**src/rtl/uart_tx_arbiter_if.sv**
```systemverilog
// Requester/transmitter bundle for the UART transmit arbiter.
// The arbiter takes the slave view; the requesters and transmitter sit on the master side.
interface uart_tx_arbiter_if #(
  parameter int unsigned NUM_REQ = 4
);
  localparam int unsigned ID_W = $clog2(NUM_REQ);

  // Requester side
  logic [NUM_REQ-1:0]   req_valid;
  logic [8*NUM_REQ-1:0] req_data;
  logic [NUM_REQ-1:0]   req_last;
  logic [NUM_REQ-1:0]   req_ready;

  // Transmitter side
  logic                 uart_start;
  logic [7:0]           uart_tx_data;
  logic                 uart_tx_busy;
  logic                 uart_tx_done;

  // Status
  logic [ID_W-1:0]      grant_id;
  logic                 grant_active;
  logic                 err_timeout;

  modport slave (
    input  req_valid, req_data, req_last, uart_tx_busy, uart_tx_done,
    output req_ready, uart_start, uart_tx_data, grant_id, grant_active, err_timeout
  );

  modport master (
    output req_valid, req_data, req_last, uart_tx_busy, uart_tx_done,
    input  req_ready, uart_start, uart_tx_data, grant_id, grant_active, err_timeout
  );
endinterface

```
**src/rtl/uart_tx_arbiter.sv**
```systemverilog
// Round-robin arbiter sharing one UART transmitter between NUM_REQ byte requesters.
// A granted requester keeps the transmitter for a whole packet (until its last byte
// completes); transmit and inter-byte idle times are bounded by a saturating timeout counter.
module uart_tx_arbiter #(
  parameter int unsigned NUM_REQ      = 4,
  parameter int unsigned TX_TIMEOUT   = 131072,
  parameter int unsigned HOLD_TIMEOUT = 1000000
) (
  input  logic             clk,
  input  logic             reset,
  uart_tx_arbiter_if.slave bus
);

  localparam int unsigned ID_W  = $clog2(NUM_REQ);
  localparam int unsigned CNT_W = 20;

  typedef enum logic [1:0] {
    IDLE      = 2'd0,
    SEND      = 2'd1,
    WAIT_DONE = 2'd2,
    HOLD      = 2'd3
  } state_t;

  state_t             state_q, state_d;
  logic [ID_W-1:0]    rr_ptr_q, rr_ptr_d;
  logic [ID_W-1:0]    grant_id_q, grant_id_d;
  logic [CNT_W-1:0]   cnt_q, cnt_d;
  logic [7:0]         data_q, data_d;
  logic               last_q, last_d;

  logic [CNT_W-1:0]   cnt_inc;
  logic               tx_expire;
  logic               hold_expire;
  logic [ID_W-1:0]    winner;
  logic [ID_W-1:0]    cand;
  logic               any_valid;
  logic               owner_take;
  logic [NUM_REQ-1:0] ready;
  logic               start;
  logic               err;

  // Saturating increment and the two timeout thresholds on the incremented value,
  // so a timeout fires in the TIMEOUT-th cycle spent in the waiting state.
  always_comb begin
    cnt_inc     = (cnt_q == {CNT_W{1'b1}}) ? cnt_q : cnt_q + 1'b1;
    tx_expire   = 32'(cnt_inc) >= TX_TIMEOUT;
    hold_expire = 32'(cnt_inc) >= HOLD_TIMEOUT;
  end

  // Round-robin pick: first valid index after rr_ptr_q, wrapping; rr_ptr_q itself is last.
  // Scanning from the far end lets the nearest valid index overwrite the others.
  always_comb begin
    winner    = rr_ptr_q;
    cand      = rr_ptr_q;
    any_valid = 1'b0;
    for (int k = int'(NUM_REQ); k >= 1; k--) begin
      cand = rr_ptr_q + ID_W'(k);
      if (bus.req_valid[cand]) begin
        winner    = cand;
        any_valid = 1'b1;
      end
    end
  end

  // Owner may hand over its next byte only while the transmitter is free.
  always_comb begin
    owner_take = ~bus.uart_tx_busy & bus.req_valid[grant_id_q];
  end

  // Next-state, counter, latch and handshake decode.
  always_comb begin
    state_d    = state_q;
    rr_ptr_d   = rr_ptr_q;
    grant_id_d = grant_id_q;
    cnt_d      = cnt_q;
    data_d     = data_q;
    last_d     = last_q;
    ready      = '0;
    start      = 1'b0;
    err        = 1'b0;

    unique case (state_q)
      IDLE: begin
        // The winner is valid by construction, so asserting ready means a transfer.
        if (!bus.uart_tx_busy && any_valid) begin
          ready[winner] = 1'b1;
          grant_id_d    = winner;
          data_d        = bus.req_data[{winner, 3'b000} +: 8];
          last_d        = bus.req_last[winner];
          state_d       = SEND;
        end
      end

      SEND: begin
        start   = 1'b1;
        cnt_d   = '0;
        state_d = WAIT_DONE;
      end

      WAIT_DONE: begin
        cnt_d = cnt_inc;
        // A done in the expiring cycle still counts as a normal completion.
        if (bus.uart_tx_done) begin
          if (last_q) begin
            rr_ptr_d = grant_id_q;
            state_d  = IDLE;
          end else begin
            cnt_d   = '0;
            state_d = HOLD;
          end
        end else if (tx_expire) begin
          err      = 1'b1;
          rr_ptr_d = grant_id_q;
          state_d  = IDLE;
        end
      end

      HOLD: begin
        if (!bus.uart_tx_busy) begin
          ready[grant_id_q] = 1'b1;
        end
        if (owner_take) begin
          data_d  = bus.req_data[{grant_id_q, 3'b000} +: 8];
          last_d  = bus.req_last[grant_id_q];
          state_d = SEND;
        end else begin
          cnt_d = cnt_inc;
          if (hold_expire) begin
            err      = 1'b1;
            rr_ptr_d = grant_id_q;
            state_d  = IDLE;
          end
        end
      end

      default: begin
        state_d = IDLE;
      end
    endcase
  end

  // State and datapath registers; reset abandons any packet in flight without an error.
  always_ff @(posedge clk or posedge reset) begin
    if (reset) begin
      state_q    <= IDLE;
      rr_ptr_q   <= ID_W'(NUM_REQ - 1);
      grant_id_q <= '0;
      cnt_q      <= '0;
      data_q     <= 8'h00;
      last_q     <= 1'b0;
    end else begin
      state_q    <= state_d;
      rr_ptr_q   <= rr_ptr_d;
      grant_id_q <= grant_id_d;
      cnt_q      <= cnt_d;
      data_q     <= data_d;
      last_q     <= last_d;
    end
  end

  // Ready is combinational from IDLE, so it is masked while reset is held.
  assign bus.req_ready    = reset ? '0 : ready;
  assign bus.uart_start   = start;
  assign bus.uart_tx_data = data_q;
  assign bus.grant_id     = grant_id_q;
  assign bus.grant_active = (state_q != IDLE);
  assign bus.err_timeout  = err;

endmodule
```
**src/flat_wrapper.sv**
```systemverilog
// flat-port wrapper written by rule: the top's interface ports become plain ports
module uart_tx_arbiter_flat 
#(
  parameter int unsigned NUM_REQ      = 4,
  parameter int unsigned TX_TIMEOUT   = 131072,
  parameter int unsigned HOLD_TIMEOUT = 1000000
)
  (clk, reset, bus_req_valid, bus_req_data, bus_req_last, bus_uart_tx_busy, bus_uart_tx_done, bus_req_ready, bus_uart_start, bus_uart_tx_data, bus_grant_id, bus_grant_active, bus_err_timeout);
  uart_tx_arbiter_if #(.NUM_REQ(NUM_REQ)) bus_i ();
  input  logic clk;
  input  logic reset;
  input wire logic [$bits(bus_i.req_valid)-1:0] bus_req_valid;
  input wire logic [$bits(bus_i.req_data)-1:0] bus_req_data;
  input wire logic [$bits(bus_i.req_last)-1:0] bus_req_last;
  input wire logic [$bits(bus_i.uart_tx_busy)-1:0] bus_uart_tx_busy;
  input wire logic [$bits(bus_i.uart_tx_done)-1:0] bus_uart_tx_done;
  output wire logic [$bits(bus_i.req_ready)-1:0] bus_req_ready;
  output wire logic [$bits(bus_i.uart_start)-1:0] bus_uart_start;
  output wire logic [$bits(bus_i.uart_tx_data)-1:0] bus_uart_tx_data;
  output wire logic [$bits(bus_i.grant_id)-1:0] bus_grant_id;
  output wire logic [$bits(bus_i.grant_active)-1:0] bus_grant_active;
  output wire logic [$bits(bus_i.err_timeout)-1:0] bus_err_timeout;
  assign bus_i.req_valid = bus_req_valid;
  assign bus_i.req_data = bus_req_data;
  assign bus_i.req_last = bus_req_last;
  assign bus_i.uart_tx_busy = bus_uart_tx_busy;
  assign bus_i.uart_tx_done = bus_uart_tx_done;
  assign bus_req_ready = bus_i.req_ready;
  assign bus_uart_start = bus_i.uart_start;
  assign bus_uart_tx_data = bus_i.uart_tx_data;
  assign bus_grant_id = bus_i.grant_id;
  assign bus_grant_active = bus_i.grant_active;
  assign bus_err_timeout = bus_i.err_timeout;
  uart_tx_arbiter #(.NUM_REQ(NUM_REQ), .TX_TIMEOUT(TX_TIMEOUT), .HOLD_TIMEOUT(HOLD_TIMEOUT)) u_core (.clk(clk), .reset(reset), .bus(bus_i));
endmodule
```
**config.mk**
```make
export PLATFORM = sky130hd
export DESIGN_NAME = uart_tx_arbiter_flat
export DESIGN_NICKNAME = d
export VERILOG_FILES = /design/src/rtl/uart_tx_arbiter_if.sv /design/src/rtl/uart_tx_arbiter.sv /design/src/flat_wrapper.sv
export SDC_FILE = /design/constraint.sdc
export NUM_CORES = 1
export LEC_CHECK = 0
export CAP_MARGIN = 20
export CORE_ASPECT_RATIO = 1.2
export CORE_UTILIZATION = 51
export CTS_CLUSTER_SIZE = 14
export DETAILED_ROUTE_END_ITERATION = 10
export PLACE_DENSITY = 0.8
export SETUP_SLACK_MARGIN = 0.15
export SYNTH_ARGS = -nofsm -noshare
export SYNTH_HDL_FRONTEND = slang
export SYNTH_SLANG_ARGS = --single-unit
```
**constraint.sdc**
```tcl
create_clock -name clk -period 2.8 [get_ports clk]
set_input_delay 0.28 -clock clk [delete_from_list [all_inputs] [get_ports clk]]
set_output_delay 0.28 -clock clk [all_outputs]
set_load 0.02 [all_outputs]
```
==> flow_metrics.py <==
metrics = {
    "timing": {
        "fin_crit_ns": 2.89,
        "worstMarginPinSlew_ns": 0.464,
        "skew_ns": 0.00631,
        "holdWs_ns": 0.517,
        "rsz0062_at_grt": "yes",
        "fin_ws_ns": -0.0934,
        "final_hold_viol_count": 0,
        "slew_viol_final": 0,
        "setup-violations-final": 2,
        "period_share_pct": 103,
        "relSlewSlack_pct": 68.8,
        "fmax_mhz": 346,
    },
    "synthesis": {
        "netlist_area_sq_um": 2710,
        "yosysWarnings": 0,
        "ys_types": 60,
        "synth-main-ff-cell": "dfrtp_1",
        "syn_avg_cell_area_sq_um": 8.99,
        "synth.largest_area_cell": "dfrtp_1",
        "synthTopCellsByArea": "dfrtp_1 30%, mux4_2 9.1%, a21oi_1 4.4%",
        "async_flop_share_pct": 100,
        "syn-instance-count": 302,
        "yosysSeqAreaShare_pct": 32.4,
        "synth_top_cell_area_share_pct": 30.4,
        "ys_ff_latch": 35,
        "synth_edf_count": 0,
        "syn_nets": 351,
    },
    "global_route": {
        "grt_use_met3_pct": 8.19,
        "grt_usage_pct": 31.6,
        "grt_pass1_vias": 3009,
        "grt_max_degree": 36,
        "grt_use_met2_pct": 54.4,
        "grt_use_met1_pct": 35.6,
        "grt_pass1_wl_um": 13200,
        "busiest_layer": "met2",
        "antenna_found_initial": 0,
        "grt-ovfl-total": 0,
    },
    "critical_path": {
        "path_buf_inv": 3,
        "critPathTopFamily": "compound AO/OA/AOI/OAI gates",
        "endpoint_kind": "output pin",
        "cp.arrival_ns": 2.61,
        "critical_path_required_ns": 2.52,
        "worst-setup-path-type": "reg2out",
        "cpPeakStageDelay_ns": 0.41,
        "cpMaxStageDelayCell": "dfrtp_1",
        "worstReg2RegEnd": "u_core.state_q[0]",
        "rr_worst_depth": 11,
        "crit_chain": "nand3_4 -> nor4_4 -> buf_4 -> a21oi_2 -> a41o_1 -> a211oi_2 -> o21a_1 -> inv_1 -> o32ai_2 -> buf_4",
        "crit_path_start_kind": "flip-flop",
        "cp_max_fo": 4,
        "rr_startpoint": "u_core.cnt_q[10]",
        "crit_top_cell": "buf_4",
        "r2r_slack_ns": -0.03,
    },
    "die": {
        "start_util_pct": 54.2,
        "placementRows": 28,
        "core-area_sq_um": 5010,
        "dieHeight_um": 81.9,
        "ios": 61,
        "die_area_sq_um": 5620,
        "dieWidth_um": 68.6,
    },
    "worst_hold_path": {
        "hold_class": "reg2reg",
        "whs_path_depth": 1,
        "hp-start": "u_core.bus.uart_tx_data[6]",
        "hold_end": "u_core.bus.uart_tx_data[6]",
    },
    "run_status": {
        "status": "complete, but fails checks",
        "violations": "setup timing",
    },
    "final_layout": {
        "nNetsFinal": 475,
        "area_delta_synth_final_pct": 48.1,
        "post-route-util_pct": 80.2,
        "antenna_cells": 0,
        "final_cell_count_no_fill": 487,
        "final_area_sq_um": 4020,
        "drive_gt1_share_pct": 30.4,
        "fillers": 310,
    },
    "cts": {
        "hold_buffers": 0,
        "cts.sinks": 35,
        "clkTransAtPathRegs_ns": 0.08,
        "root_buffer": "clkbuf_8",
        "cts_made_buffers": 5,
        "cts_tree": "built",
        "h-tree-depth": 2,
        "clock_latency_ns": 0.29,
        "ctsLongestPathBuffers": 2,
    },
    "power": {
        "finalPower_mw": 3.03,
        "powerDensity_nw_per_um2": 754,
        "leakage_nw": 1.66,
        "ir_drop_mv": 0.570,
    },
    "routing": {
        "wl_per_cell_um": 17.4,
        "dr.pass1.iters": 5,
        "drt_iter0_markers": 227,
        "avgViaCountPerCell": 6.23,
        "vias": 3033,
        "ant_nets": 0,
        "drc": 0,
        "drt_wl_total_um": 8480,
    },
    "placed_design": {
        "portBuffers": 60,
        "placed_area_sq_um": 3770,
        "post-place-cells": 465,
        "hpwl_um": 6110,
        "globalplace.congestion": 0.967,
    },
    "run": {
        "max_cap_violations": 0,
    },
}
==> cells in the mapped netlist (2+ instances only) <==
master	instances
nand2_1	28
o21ai_0	24
mux2i_1	2
o211ai_1	6
and4_1	2
nand4_1	8
clkbuf_1	9
buf_2	6
nor3_1	11
a21oi_1	24
xnor2_1	3
a31oi_1	5
mux4_2	11
inv_1	12
and3_1	4
nor2_1	21
ha_1	5
mux2_1	4
a41oi_1	4
o22ai_1	2
o21ai_1	3
or3_1	2
a211oi_1	2
and2_1	3
nand3_4	2
mux2_2	9
o31ai_1	3
nand3_1	13
dfstp_2	2
dfrtp_1	33
nor4_1	4
nand2b_1	7
==> registers in the layout (all words and copies together) (netlist names) <==
register                 count
u_core.bus.grant_id          2
u_core.state_q               2
u_core.rr_ptr_q              2
u_core.bus.uart_tx_data      8
u_core.last_q                1
u_core.cnt_q                20
==> power by group <==
group          switching [mW]  total (mW)  internal (mW)
sequential              0.115       0.761          0.646
clock                   0.211       0.389          0.178
combinational           0.947        1.88          0.936
total                    1.27        3.03           1.76
==> routing by layer <==
| layer | routed length [um] | share of wire, % |
|---|---|---|
| met1 | 3170 | 37 |
| met2 | 4290 | 51 |
| met3 | 662 | 7.8 |
| met4 | 360 | 4.2 |
| met5 | 0 | 0 |
==> cell families (layout without fill, tap and decap cells) <==
| group | after synthesis | count (layout) | synth area share (%) |
|---|---|---|---|
| buf+inv | 28 | 153 | 4.29 |
| fa+ha+maj | 5 | 5 | 2.31 |
| flops | 35 | 35 | 32.4 |
| compound gates | 89 | 89 | 20.7 |
| mux | 27 | 27 | 16.1 |
| simple gates | 115 | 115 | 23.3 |
| xor+xnor | 3 | 3 | 0.968 |
==> cell usage in the layout, fill, tap and decap left out, types with 4 or more instances in the layout <==
master           count
nor3_1              11
nand2_1             28
nand3_1             12
a41oi_1              4
nand2b_1             7
a31oi_1              5
mux4_2              11
a21oi_1             22
clkbuf_8             5
mux2_2               9
nor2_1              19
nand4_1              8
dfrtp_1             33
o21ai_0             24
ha_1                 4
o211ai_1             6
and3_1               4
buf_4               73
inv_1               12
clkdlybuf4s50_1     55
==> worst register-to-register path, delay by kind of cell, from the launching register on <==
kind                   cells  cell delay, ns
multiplexers               1            0.33
buffers and inverters      4            0.62
AND/OR/NAND/NOR            2            0.50
AO/OA/AOI/OAI              4            0.86
flip-flops                 1            0.41
==> repair_timing <==
item                       4_1_cts  5_1_grt
pin swaps                        5        7
resized for setup               20       11
cloned                           0        0
setup buffers                    5        9
setup endpoints to repair        5        6
==> cell type report <==
type | instances | area [sq um] | share of cell area (%)
clock buffer | 5 | 68.8 | 1.71
tap | 60 | 75.1 | 1.87
inverter | 12 | 45.0 | 1.12
multi-input combinational | 239 | 1780 | 44.4
clock inverter | 3 | 23.8 | 0.591
timing repair buffer | 133 | 1150 | 28.5
sequential | 35 | 878 | 21.8
==> through the flow <==
step	setup WS (ns)	TNS [ns]
6_report	-0.0934	-0.122
5_1_grt	-0.221	-0.318
4_1_cts	0.0444	0
3_5_place_dp	-0.122	-0.122
3_3_place_gp	-0.150	-0.150
2_1_floorplan	0.335	0
==> how the worst max path moves through the flow <==
stage                     start         endpoint  slack [ns]  cells after the start
6_report       u_core.cnt_q[10]  bus_err_timeout       -0.09                     10
5_1_grt         u_core.cnt_q[9]  bus_err_timeout       -0.22                     10
4_1_cts         u_core.cnt_q[0]  bus_err_timeout        0.04                      9
3_5_place_dp    u_core.cnt_q[1]  bus_err_timeout       -0.12                     10
3_3_place_gp    u_core.cnt_q[0]  bus_err_timeout       -0.15                     10
2_1_floorplan   u_core.cnt_q[0]  bus_err_timeout        0.33                      9
Power figures use the tool's default switching activity.
